[src/rtl/bzone_input_pkg.sv]
// rtl/bzone_input_pkg.sv - scancode map, button bit positions and coin FSM states
package bzone_input_pkg;

  // PS/2 set-2 scancodes, two or three physical keys per button
  localparam logic [7:0] SC_FIRE_A    = 8'h3A;
  localparam logic [7:0] SC_FIRE_B    = 8'h14;
  localparam logic [7:0] SC_START1_A  = 8'h05;
  localparam logic [7:0] SC_START1_B  = 8'h16;
  localparam logic [7:0] SC_START2_A  = 8'h06;
  localparam logic [7:0] SC_START2_B  = 8'h1E;
  localparam logic [7:0] SC_LEFT_A    = 8'h1C;
  localparam logic [7:0] SC_LEFT_B    = 8'h6B;
  localparam logic [7:0] SC_RIGHT_A   = 8'h23;
  localparam logic [7:0] SC_RIGHT_B   = 8'h74;
  localparam logic [7:0] SC_COIN_A    = 8'h04;
  localparam logic [7:0] SC_COIN_B    = 8'h2E;
  localparam logic [7:0] SC_COIN_C    = 8'h36;
  localparam logic [7:0] SC_THRUST_A  = 8'h4B;
  localparam logic [7:0] SC_THRUST_B  = 8'h11;
  localparam logic [7:0] SC_SHIELD_A  = 8'h42;
  localparam logic [7:0] SC_SHIELD_B  = 8'h29;

  // bit positions inside buttons_n
  localparam int BTN_RIGHT  = 7;
  localparam int BTN_LEFT   = 6;
  localparam int BTN_START1 = 5;
  localparam int BTN_START2 = 4;
  localparam int BTN_FIRE   = 3;
  localparam int BTN_COIN   = 2;
  localparam int BTN_THRUST = 1;
  localparam int BTN_SHIELD = 0;

  // joystick bit positions
  localparam int JOY_RIGHT  = 0;
  localparam int JOY_LEFT   = 1;
  localparam int JOY_FIRE   = 4;
  localparam int JOY_THRUST = 5;
  localparam int JOY_SHIELD = 6;
  localparam int JOY_COIN   = 7;
  localparam int JOY_START1 = 8;
  localparam int JOY_START2 = 9;

  localparam int          NUM_KEYS = 17;
  localparam logic [4:0]  KEY_NONE = 5'd31;

  typedef enum logic [1:0] {
    COIN_IDLE,
    COIN_PULSE,
    COIN_HOLDOFF,
    COIN_WAIT_REL
  } coin_state_t;

  // latch slot of each physical key; keys of one button occupy adjacent slots
  function automatic logic [4:0] key_slot(input logic [7:0] sc);
    case (sc)
      SC_FIRE_A:   key_slot = 5'd0;
      SC_FIRE_B:   key_slot = 5'd1;
      SC_START1_A: key_slot = 5'd2;
      SC_START1_B: key_slot = 5'd3;
      SC_START2_A: key_slot = 5'd4;
      SC_START2_B: key_slot = 5'd5;
      SC_LEFT_A:   key_slot = 5'd6;
      SC_LEFT_B:   key_slot = 5'd7;
      SC_RIGHT_A:  key_slot = 5'd8;
      SC_RIGHT_B:  key_slot = 5'd9;
      SC_COIN_A:   key_slot = 5'd10;
      SC_COIN_B:   key_slot = 5'd11;
      SC_COIN_C:   key_slot = 5'd12;
      SC_THRUST_A: key_slot = 5'd13;
      SC_THRUST_B: key_slot = 5'd14;
      SC_SHIELD_A: key_slot = 5'd15;
      SC_SHIELD_B: key_slot = 5'd16;
      default:     key_slot = KEY_NONE;
    endcase
  endfunction

  // which latch slots feed each buttons_n bit
  function automatic logic [NUM_KEYS-1:0] btn_key_mask(input int btn);
    case (btn)
      BTN_RIGHT:  btn_key_mask = 17'h00300;
      BTN_LEFT:   btn_key_mask = 17'h000C0;
      BTN_START1: btn_key_mask = 17'h0000C;
      BTN_START2: btn_key_mask = 17'h00030;
      BTN_FIRE:   btn_key_mask = 17'h00003;
      BTN_COIN:   btn_key_mask = 17'h01C00;
      BTN_THRUST: btn_key_mask = 17'h06000;
      BTN_SHIELD: btn_key_mask = 17'h18000;
      default:    btn_key_mask = '0;
    endcase
  endfunction

endpackage

[src/rtl/bzone_coin_shaper.sv]
// rtl/bzone_coin_shaper.sv - coin debounce: fixed-length pulse, lockout, then wait for release
module bzone_coin_shaper
  import bzone_input_pkg::*;
#(
  parameter int COIN_PULSE_CYCLES   = 1250000,
  parameter int COIN_HOLDOFF_CYCLES = 2500000
) (
  input  logic clk_sys,
  input  logic reset,
  input  logic raw_coin,
  output logic coin_pulse,
  output logic coin_event
);

  localparam int MAX_CYCLES = (COIN_PULSE_CYCLES > COIN_HOLDOFF_CYCLES) ?
                              COIN_PULSE_CYCLES : COIN_HOLDOFF_CYCLES;
  localparam int CNT_W = $clog2(MAX_CYCLES + 1);

  coin_state_t       state;
  logic [CNT_W-1:0]  cnt;
  logic              coin_prev;
  logic              settled;

  // coin_prev is held at 1 for the first cycle after reset because the
  // registered joy bit is still cleared then and would fake a 0->1 edge
  always_ff @(posedge clk_sys) begin
    if (reset) begin
      state      <= COIN_IDLE;
      cnt        <= '0;
      coin_prev  <= 1'b1;
      settled    <= 1'b0;
      coin_pulse <= 1'b0;
      coin_event <= 1'b0;
    end else begin
      settled    <= 1'b1;
      coin_prev  <= settled ? raw_coin : 1'b1;
      coin_event <= 1'b0;
      case (state)
        COIN_IDLE: begin
          if (raw_coin && !coin_prev) begin
            state      <= COIN_PULSE;
            cnt        <= CNT_W'(COIN_PULSE_CYCLES - 1);
            coin_pulse <= 1'b1;
            coin_event <= 1'b1;
          end
        end
        COIN_PULSE: begin
          if (cnt == '0) begin
            state      <= COIN_HOLDOFF;
            cnt        <= CNT_W'(COIN_HOLDOFF_CYCLES - 1);
            coin_pulse <= 1'b0;
          end else begin
            cnt <= cnt - 1'b1;
          end
        end
        COIN_HOLDOFF: begin
          if (cnt == '0) begin
            state <= COIN_WAIT_REL;
          end else begin
            cnt <= cnt - 1'b1;
          end
        end
        COIN_WAIT_REL: begin
          if (!raw_coin) begin
            state <= COIN_IDLE;
          end
        end
        default: begin
          state      <= COIN_IDLE;
          coin_pulse <= 1'b0;
        end
      endcase
    end
  end

endmodule

[src/rtl/bzone_input_cond.sv]
// rtl/bzone_input_cond.sv - PS/2 key latches and joystick merge into active-low cabinet buttons
module bzone_input_cond
  import bzone_input_pkg::*;
#(
  parameter int COIN_PULSE_CYCLES   = 1250000,
  parameter int COIN_HOLDOFF_CYCLES = 2500000
) (
  input  logic        clk_sys,
  input  logic        reset,
  input  logic [10:0] ps2_key,
  input  logic [15:0] joy,
  output logic [7:0]  buttons_n,
  output logic        coin_event
);

  logic                toggle_q;
  logic [NUM_KEYS-1:0] key_latch;
  logic [7:0]          joy_q;
  logic [7:0]          raw;
  logic [4:0]          hi_n_q;
  logic [1:0]          lo_n_q;
  logic                coin_pulse;
  logic                key_event;
  logic [4:0]          slot;
  logic                unused_bits;

  assign key_event   = ps2_key[10] ^ toggle_q;
  assign slot        = key_slot(ps2_key[7:0]);
  assign unused_bits = ^{joy[15:10], joy[3:2], ps2_key[8]};

  always_ff @(posedge clk_sys) begin
    if (reset) begin
      toggle_q  <= ps2_key[10];
      key_latch <= '0;
      joy_q     <= '0;
      hi_n_q    <= '1;
      lo_n_q    <= '1;
    end else begin
      toggle_q <= ps2_key[10];
      // joy_q is kept in buttons_n bit order so it lines up with raw[]
      joy_q    <= {joy[JOY_RIGHT], joy[JOY_LEFT], joy[JOY_START1], joy[JOY_START2],
                   joy[JOY_FIRE], joy[JOY_COIN], joy[JOY_THRUST], joy[JOY_SHIELD]};
      if (key_event && (slot != KEY_NONE)) begin
        key_latch[slot] <= ps2_key[9];
      end
      hi_n_q <= ~raw[7:3];
      lo_n_q <= ~raw[1:0];
    end
  end

  // left and right are deliberately not mutually masked
  always_comb begin
    raw = '0;
    for (int b = 0; b < 8; b++) begin
      raw[b] = (|(key_latch & btn_key_mask(b))) | joy_q[b];
    end
  end

  bzone_coin_shaper #(
    .COIN_PULSE_CYCLES   (COIN_PULSE_CYCLES),
    .COIN_HOLDOFF_CYCLES (COIN_HOLDOFF_CYCLES)
  ) u_coin (
    .clk_sys    (clk_sys),
    .reset      (reset),
    .raw_coin   (raw[BTN_COIN]),
    .coin_pulse (coin_pulse),
    .coin_event (coin_event)
  );

  assign buttons_n = {hi_n_q, ~coin_pulse, lo_n_q};

endmodule

[config.mk]
export PLATFORM = sky130hd
export DESIGN_NAME = bzone_input_cond
export DESIGN_NICKNAME = d
export VERILOG_FILES = /design/src/rtl/bzone_input_pkg.sv /design/src/rtl/bzone_coin_shaper.sv /design/src/rtl/bzone_input_cond.sv
export SDC_FILE = /design/constraint.sdc
export NUM_CORES = 1
export LEC_CHECK = 0
export CAP_MARGIN = 20
export CORE_UTILIZATION = 45
export DETAILED_ROUTE_END_ITERATION = 10
export PLACE_DENSITY = 0.66
export SKIP_LAST_GASP = 1
export SLEW_MARGIN = 20
export SYNTH_ARGS = -nofsm -noshare
export SYNTH_HDL_FRONTEND = slang
export SYNTH_SLANG_ARGS = --single-unit
export TNS_END_PERCENT = 20
[constraint.sdc]
create_clock -name clk_sys -period 2.74 [get_ports clk_sys]
set_input_delay 0.274 -clock clk_sys [delete_from_list [all_inputs] [get_ports clk_sys]]
set_output_delay 0.274 -clock clk_sys [all_outputs]
set_load 0.005 [all_outputs]
; ---- Word-level counts from Yosys, hierarchy flattened
; Cells that the tools add are included.
; Widths: inputs -> output; s select.
[op_classes]
bitwise_logic = 14
addsub = 1
eq_ne = 26
n_mux = 18
order_cmp = 2
reduce_logical = 21
[ops]
columns = operator, n
row1 = $pmux 5 s17, 1
row2 = $mux 22, 3
row3 = $pmux 22 s3, 1
row4 = $eq 8x5->1 const B, 5
row5 = $eq 8x6->1 const B, 5
row6 = $eq 8x7->1 const B, 4
row7 = $eq 8x3->1 const B, 3
row8 = $logic_not 22->1, 1
row9 = $sub 22x1->22 const B, 1
row10 = $reduce_or 2->1, 9
row11 = $bwmux 17, 1
row12 = $mux 2, 4
row13 = $or 1x1->1, 8
row14 = $pmux 2 s4, 1
row15 = $lt 5x6->1 const B, 1
row16 = $ne 2x1->1 const B, 3
row17 = $reduce_and 3->1, 2
row18 = $demux 1 s5, 1
row19 = $ge 5x1->1 const B, 1
row20 = $mux 1, 5
row21 = $ne 5x5->1 const B, 1
row22 = $not 5->5, 1
row23 = $eq 2x2->1 const B, 2
row24 = $ne 2x2->1 const B, 2
row25 = other kinds (12), 16
[totals]
in_bits = 29
elab_cells = 93
ff_bits = 61
out_inout_bits = 9

; ---- Logic depth before layout (Yosys ltp)
; Gate-level depths: netlist (run 1).
[depth]
ltp_word = 7
depth_mapped = 9

; ---- By module
; From an unflattened synthesis (run 1), not the netlist that was laid out.
[hier_totals]
hier_cells = 388
hier_area_um2 = 3374.5
[by_module_without_submodules]
columns = mod, seq_area_each_um2, n_inst, cells_each, area_per_inst_um2
row1 = bzone_coin_shaper, 560.5, 1, 207, 1730.4
row2 = bzone_input_cond, 660.6, 1, 181, 1644.1

; ---- Least setup slack after synthesis (run 1)
; OpenSTA, ideal clock, no wires.
[synth_path]
path_type = register to register
start = reg u_coin.cnt[9]
end = reg u_coin.cnt[9]
required_time_ps = 2604
n_path_buf = 3
stages_incl_launch_ff = 10
arrival_ps = 2176
path_slack_ps = 428
cell_sequence = dfxtp_1 or4_1 buf_2 or3_1 buf_2 o211ai_4 buf_6 nor2_1 a21oi_1 a31oi_1
[synth_between]
elab_chain_cells = 3
elab_cells_between_ends = 7
[synth_lines]
columns = item, line
row1 = from (decl), bzone_coin_shaper.sv:20  ; logic [CNT_W-1:0] cnt;
row2 = from (signal assigned), bzone_coin_shaper.sv:42  ; cnt <= CNT_W'(COIN_PULSE_CYCLES - 1);
row3 = from (signal assigned), bzone_coin_shaper.sv:50  ; cnt <= CNT_W'(COIN_HOLDOFF_CYCLES - 1);
row4 = from (signal assigned), bzone_coin_shaper.sv:53  ; cnt <= cnt - 1'b1;
row5 = $sub 22x1->22 or $logic_not 22->1 (tied branches), -
row6 = "$mux 22, or another cell as far along", bzone_coin_shaper.sv:57  ; if (cnt == '0) begin
row7 = $pmux 22 s3 or $reduce_and 3->1 (tied branches), -
; Parallel ways exist; a longest one is shown, timed or not. The select of a mux whose other input is x is not followed.
; A chain may end at the register's enable or synchronous reset.

; ---- Final worst setup path (run 1)
[layout_path]
start = reg u_coin.cnt[9]
end = reg u_coin.cnt[5]
[layout_between]
elab_chain_cells = 3
elab_cells_between_ends = 5
[layout_lines]
columns = item, line
row1 = $logic_not 22->1 *, "bzone_coin_shaper.sv:48, bzone_coin_shaper.sv:57"
row2 = $mux 22 or $ne 2x2->1 (tied branches), -
row3 = $pmux 22 s3 or $reduce_and 3->1 (tied branches), -
; Mark *: on every way between the ends. The rest lies on a longest branch, timed or not.

==> results of run 1 <==
## cells in the mapped netlist (all sizes together) (2+ instances only)
library cell	number
a211o	2
a211oi	5
a21oi	28
a22o	2
a31oi	7
and2	6
and3	7
and4	2
buf	7
clkbuf	15
dfxtp	61
ha	8
inv	12
mux2i	7
nand2	29
nand2b	5
nand3	27
nand3b	2
nand4	9
nor2	29
nor2b	13
nor3	22
nor4	12
nor4b	2
nor4bb	3
o211ai	3
o21ai	29
o221a	2
o31a	3
o31ai	9
or3	7
or4	5
xnor2	2
xor2	6
## per-layer routing
metal / track usage [%] / up-vias / routed length (um)
met4: 8.495 / 0 / 143
met5: 0 / - / 0
met2: 35.73 / 112 / 3639
li1: - / 1625 / -
met1: 32.87 / 1514 / 4103
met3: 4.336 / 18 / 478
## power breakdown
group / leakage [nW] / internal (mW) / switching [mW] / total, mW
clock: 0.0918 / 0.422 / 0.394 / 0.816
sequential: 0.498 / 1.03 / 0.135 / 1.16
combinational: 1.06 / 0.718 / 1.19 / 1.91
total: 1.65 / 2.17 / 1.72 / 3.88
## registers in the layout (all words and copies together), names as in the netlist
| signal | flops |
|---|---|
| u_coin.coin_prev | 1 |
| u_coin.coin_event | 1 |
| toggle_q | 1 |
| u_coin.settled | 1 |
| lo_n_q | 2 |
| key_latch | 17 |
| u_coin.state | 2 |
| u_coin.cnt | 22 |
| hi_n_q | 5 |
| u_coin.coin_pulse | 1 |
| joy_q | 8 |
## per-stage QoR
stage,TNS [ns],cells
3_3_place_gp,-0.01126,550
3_5_place_dp,-0.1572,550
5_1_grt,0,566
2_1_floorplan,0,408
6_report,0,566
4_1_cts,0,566
## final timing paths
path | slack (ns) | end | cells past startpoint | startpoint
hold / removal | 0.38 | u_coin.coin_prev$_SDFF_PP1_ | 1 | u_coin.settled$_DFF_P_
setup reg to reg | 0.13 | u_coin.cnt[5]$_SDFFE_PP0P_ | 7 | u_coin.cnt[9]$_SDFFE_PP0P_
hold reg to reg | 0.38 | u_coin.coin_prev$_SDFF_PP1_ | 1 | u_coin.settled$_DFF_P_
setup / recovery | 0.13 | u_coin.cnt[5]$_SDFFE_PP0P_ | 7 | u_coin.cnt[9]$_SDFFE_PP0P_
## cell families (layout without fill, tap and decap cells)
group,Yosys count,count (layout)
flip-flops,61,61
multiplexers,7,7
adder cells (fa/ha/maj),8,8
buffers and inverters,34,96
AO/OA/AOI/OAI,105,105
AND/OR/NAND/NOR,185,185
XOR/XNOR,8,8
## area by class of cell
type | count | area [um^2]
clock buffers | 9 | 123.9
clock inverters | 7 | 75.07
fillers | 653 | 2860
inverters | 12 | 45.04
multi-input cells | 313 | 1956
flip-flops and latches | 61 | 1221
well taps | 96 | 120.1
repair buffers | 68 | 580.6
## cells in the final DEF (no fill, tap or decap), drive strengths merged, types with 12 or more instances in the layout
cell and instances:
a21oi 28, inv 13, nor3 22, buf 40
o21ai 29, nor2b 13, nor2 29, dfxtp 61
clkdlybuf4s50 28, nand3 27, nor4 12, nand2 29
## worst max-delay path: stages, from the launching register on
cell      delay, ns
dfxtp_1        0.37
or4_1          0.69
or3_1          0.56
o211ai_4       0.24
buf_4          0.25
nor3_1         0.09
xor2_1         0.15
and2_1         0.16
==> impl_results.md, run 1 <==
- Status: complete, no violations
- CTS tree: built
- Starting DRT DRC Count: 221
- Post-synth top area cell: dfxtp_1
- DRT Pass-1 Iters: 5
- Adder-cell share of the synthesized area: 3.011%
- Initial Util: 47.62%
- Post-synthesis xor/xnor area fraction: 2.108%
- Max-Cap Viols: 0
- Die width: slightly below 90 um
- Root Buffer Master: clkbuf_8
- Routed len/inst: 14.78 um
- Number of antenna diodes: 0
- Share of cells above drive strength 1: 14.89%
- Vias in the first global route: 2967
- Synth top area share: 36.73%
- Antenna Nets Post-Route: 0
- Routability Congestion: 0.8901
- Max Clock Freq: 382.5 MHz
- Largest net degree at the start of global routing: 22
- Largest family of logic cells by synthesized area: simple AND/OR/NAND/NOR gates
- Clk_lat worst skew: ~0.35 ns
- Cell area power density: between 900 and 1000 nW/um^2
- Post-synthesis sequential area ratio: 36.73%
- Final Setup Violations: 0
- Leading post-synthesis cells by cell area: dfxtp_1 (37%), a21oi_1 (4.2%), o21ai_0 (4.2%)
- Worst Hold Class: reg2reg
- Net Count, Synth: 445
- Initial antenna violation count: 0
- Num CTS Buffers: 9
- Final Net Count: 502
- YS warnings: 0
- CTS Sinks: 61
- Post-route cell area: 4121 um^2
- Post-synthesis compound-gate area fraction: 21.08%
- Port bufs: 28
- Setup bufs post-CTS: 0
- Placed inst area: 3923 um^2
- Die area: around 7700 um^2
- Area delta synth->final: 23.97%
- Pre-CTS setup slack: -0.05046 ns
- CP max FO: 17
- Worst rel slew slack: 36.49%
- Detailed-route via count: 3269
- H-tree Lvls: 3
- First-pass GRT wire length: 14030 um
- EDFF count, synth: 0
- Synth Area per Inst: 8.148 um^2
- Hold slack: 0.3812 ns
- Simple-Gate Fraction of Synth Area: a little under a third
- Dominant register cell in the synthesized netlist: dfxtp_1
- Setup WS post-layout: around 0.13 ns
- Crit end category: flop
- Worst Max-Slew Pin Slew: around 0.94 ns
- Total gr overflow: 0
- Crit Path Category: reg2reg
- Mux share of post-synthesis cell area: 2.108%
- CTS max path bufs: 2
- CORE AREA: 6982 um^2
- WP data arrival: around 2.9 ns
- HPWL after DPL: between 6000 and 7000 um
- Final wirelength: 8364 um
- DRC: 0
- Crit share post-route: 95.42%
- Min Tclk post-route: 2.614 ns
- Design Power: 3.883 mW
- Ports: 38
- CTS resizes: 0
- #FFs+latches synth: between 60 and 70
- RSZ-0062 raised after global routing: no
- Worst Skew: between 0.015 and 0.02 ns
- Endpoints failing hold: 0
- Syn Std Cell Area: 3324 um^2
- Post-CTS Hold Buffers: 0
- Synth async-reset ratio: 0%
- GRT Total Usage: around a quarter
- Die Ht: 87.95 um
- Final Util: 59.03%
- Post-synth cell types: slightly above 60
- Maximum VDD drop: about 0.00045 V
- Num rows: 30
- CP Data Required Time: 2.98 ns
- Clock transition at the registers of the reported paths: 0.08 ns
- CP startpoint kind: flop
- Vias/cell: just under 6
- Fin. max-slew vios: 0
- Mapped Cells: 408
- Leakage power: 1.650 nW
No activity file was read; power rests on OpenSTA's default activity.
==> inputs of run 2 (changes only) <==
--- a/config.mk
+++ b/config.mk
@@ -6,6 +6,7 @@
 export NUM_CORES = 1
 export LEC_CHECK = 0
 export CAP_MARGIN = 20
+export CORE_ASPECT_RATIO = 2
 export CORE_UTILIZATION = 45
 export DETAILED_ROUTE_END_ITERATION = 10
 export PLACE_DENSITY = 0.66
==> impl_results.md, run 2 (synthesis gave the netlist of run 1 again) <==
- Die Ht: 123.6 um (+40%)
- Final wirelength: 9992 um (+19%)
- Ports: 38 (unchanged)
- R2r startpoint: u_coin.cnt[10]$_SDFFE_PP0P_
- Routed len/inst: 17.50 um (+18%)
- WP data arrival: 2.69 ns (-0.17 ns)
- Num rows: 44 (+47%)
- Crit Path Category: in2reg
- DRT Pass-1 Iters: 5 (unchanged)
- Internal Power: 2.664 mW (+23%)
- Max Clock Freq: 402.9 MHz (+5.3%)
- First-pass GRT wire length: 16090 um (+15%)
- RSZ-0062 raised after global routing: no
- Clock network fraction of total power: 26.9% (+5.9 points)
- Detailed-route via count: 3455 (+5.7%)
- Max reg flops: 22 (unchanged)
- CP startpoint kind: input pin
- Vias/cell: 6.051 (+4.8%)
- Worst Hold Class: reg2reg
- HPWL after DPL: 7577 um (+23%)
- Worst rel slew slack: 26.55% (-9.9 points)
- CP max FO: 6 (-11)
- Hold slack: 0.4012 ns (+0.01999 ns)
- Max-Cap Viols: 0 (unchanged)
- Worst Max-Slew Pin Slew: 1.090 ns (+0.1495 ns)
- Clk_lat worst skew: 0.33 ns (-0.02 ns)
- Biggest register: u_coin.cnt
- Hold endpoint: hi_n_q[0]$_SDFF_PP1_
- Inst Count DP: 555 (+0.91%)
- HP Start: joy_q[3]$_SDFF_PP0_
- CP delay by family, top: compound AO/OA/AOI/OAI gates
- R2R Setup Slk: 0.28 ns (+0.15 ns)
- Fin. max-slew vios: 0 (unchanged)
- CTS tree: built
- Die area: 7756 um^2 (+0.27%)
- Antenna Nets Post-Route: 0 (unchanged)
- Status: complete, no violations
- Clock transition at the registers of the reported paths: 0.06 ns (-0.02 ns)
- Worst Skew: 0.003973 ns (-0.01377 ns)
- Largest regs: u_coin.cnt: 22 flops, key_latch: 17 flops, joy_q: 8 flops
- Crit-path slowest cell: o311ai_0
- CP most frequent cell: nand3_1
- Critical-path cell list: clkdlybuf4s50_1 -> buf_4 -> nor3_1 -> nand3_1 -> o311ai_0 -> nand3_1 -> mux2i_1
- Starting DRT DRC Count: 147 (-33%)
- CTS max path bufs: 2 (unchanged)
- CTS Sinks: 61 (unchanged)
- Setup bufs post-CTS: 0 (unchanged)
- Port bufs: 28 (unchanged)
- Number of antenna diodes: 0 (unchanged)
- Net Switching: 1.870 mW (+8.9%)
- Non-filler cells in the finished layout: 571 (+0.88%)
- Crit path depth: 7 (unchanged)
- Die width: 62.78 um (-29%)
- Routability Congestion: 0.9213 (+3.5%)
- GRT Total Usage: 27.54% (+4.1 points)
- H-tree Lvls: 3 (unchanged)
- Largest net degree at the start of global routing: 38 (+73%)
- Maximum VDD drop: 0.0007498 V (+67%)
- Final Util: 59.75% (+0.72 points)
- CP Data Required Time: 2.94 ns (-0.04 ns)
- Area delta synth->final: 29.62%
- CTS resizes: 0 (unchanged)
- Final Setup Violations: 0 (unchanged)
- Total gr overflow: 0 (unchanged)
- Design Power: 4.534 mW (+17%)
- Initial Util: 46.10% (-1.5 points)
- Worst path bufs/invs: 2 (+1)
- Cell area power density: 1052 nW/um^2 (+12%)
- Post-CTS Hold Buffers: 0 (unchanged)
- CORE AREA: 7212 um^2 (+3.3%)
- Final setup TNS: 0 ns (unchanged)
- Min Tclk post-route: 2.482 ns (-0.1324 ns)
- Crit share post-route: 90.58% (-4.8 points)
- Endpoints failing hold: 0 (unchanged)
- Power share of the combinational group: 47.5% (-1.6 points)
- Hold depth: 1 (unchanged)
- Root Buffer Master: clkbuf_16
- Share of cells above drive strength 1: 16.49% (+1.6 points)
- Vias in the first global route: 3438 (+16%)
- Most common cell after layout, fill and taps aside: dfxtp_1
- Initial antenna violation count: 0 (unchanged)
- Final Net Count: 511 (+1.8%)
- CP peak stage delay: 0.86 ns (+0.17 ns)
- Crit end category: flop
- Leakage power: 1.756 nW (+6.4%)
- Sw frac: 41.24% (-3.0 points)
- Sequential share of power: 25.6% (-4.3 points)
- DRC: 0 (unchanged)
- Reg2reg end: u_coin.cnt[1]$_SDFFE_PP0P_
- Most frequent cells in the layout: dfxtp_1 (61), buf_4 (49), nor2_1 (29), nand2_1 (29)
- Num CTS Buffers: 9 (unchanged)
- Worst reg2reg path depth: 6 (-1)
-- run 2: changes by cell type in the layout (fill, tap and decap cells not counted) --
cell and change:
buf_4 +9, clkbuf_16 +9, clkinvlp_4 -2, clkbuf_8 -9, bufinv_16 +1, clkinv_4 +1
-- run 2: worst max path at each step --
stage	start	end	slack [ns]
after floorplan	u_coin.cnt[9]$_SDFFE_PP0P_	u_coin.cnt[9]$_SDFFE_PP0P_	0.43
after global placement	ps2_key[2]	key_latch[12]$_SDFFE_PP0P_	-0.1
after detailed placement	ps2_key[2]	key_latch[12]$_SDFFE_PP0P_	-0.1
after CTS	ps2_key[2]	key_latch[12]$_SDFFE_PP0P_	0.24
after global routing	ps2_key[4]	key_latch[12]$_SDFFE_PP0P_	0.01
final	ps2_key[4]	key_latch[12]$_SDFFE_PP0P_	0.26
-- run 2: power groups by stage --
stage | clock, mW | sequential (mW) | combinational [mW]
floorplan | 0 | 1.14 | 1.41
global placement | 0 | 1.17 | 2.05
detailed placement | 0 | 1.17 | 2.10
CTS | 1.24 | 1.15 | 2.12
global route | 1.27 | 1.18 | 2.36
finish | 1.22 | 1.16 | 2.15
-- run 2: stage by stage --
step | area (um^2) | worst slack, ns
floorplan | 3324 | 0.4283
global placement | 3985 | -0.09623
detailed placement | 3985 | -0.09700
CTS | 4309 | 0.2374
global route | 4309 | 0.01327
finish | 4309 | 0.2580
-- run 2: layout make-up --
class	instances	area, um^2
clock buffer	9	225.2
sequential	61	1221
timing repair buffer	77	648.1
tap	92	115.1
inverter	12	45.04
clock inverter	7	98.84
multi-input combinational	313	1956
fill	678	2903
-- run 2: layer usage --
layer	track usage (%)	wire length (um)	up-vias
met5	0	0	-
met1	21.99	3245	1640
met3	4.059	327	49
met4	22.53	710	0
met2	56.45	5708	118
li1	-	-	1648
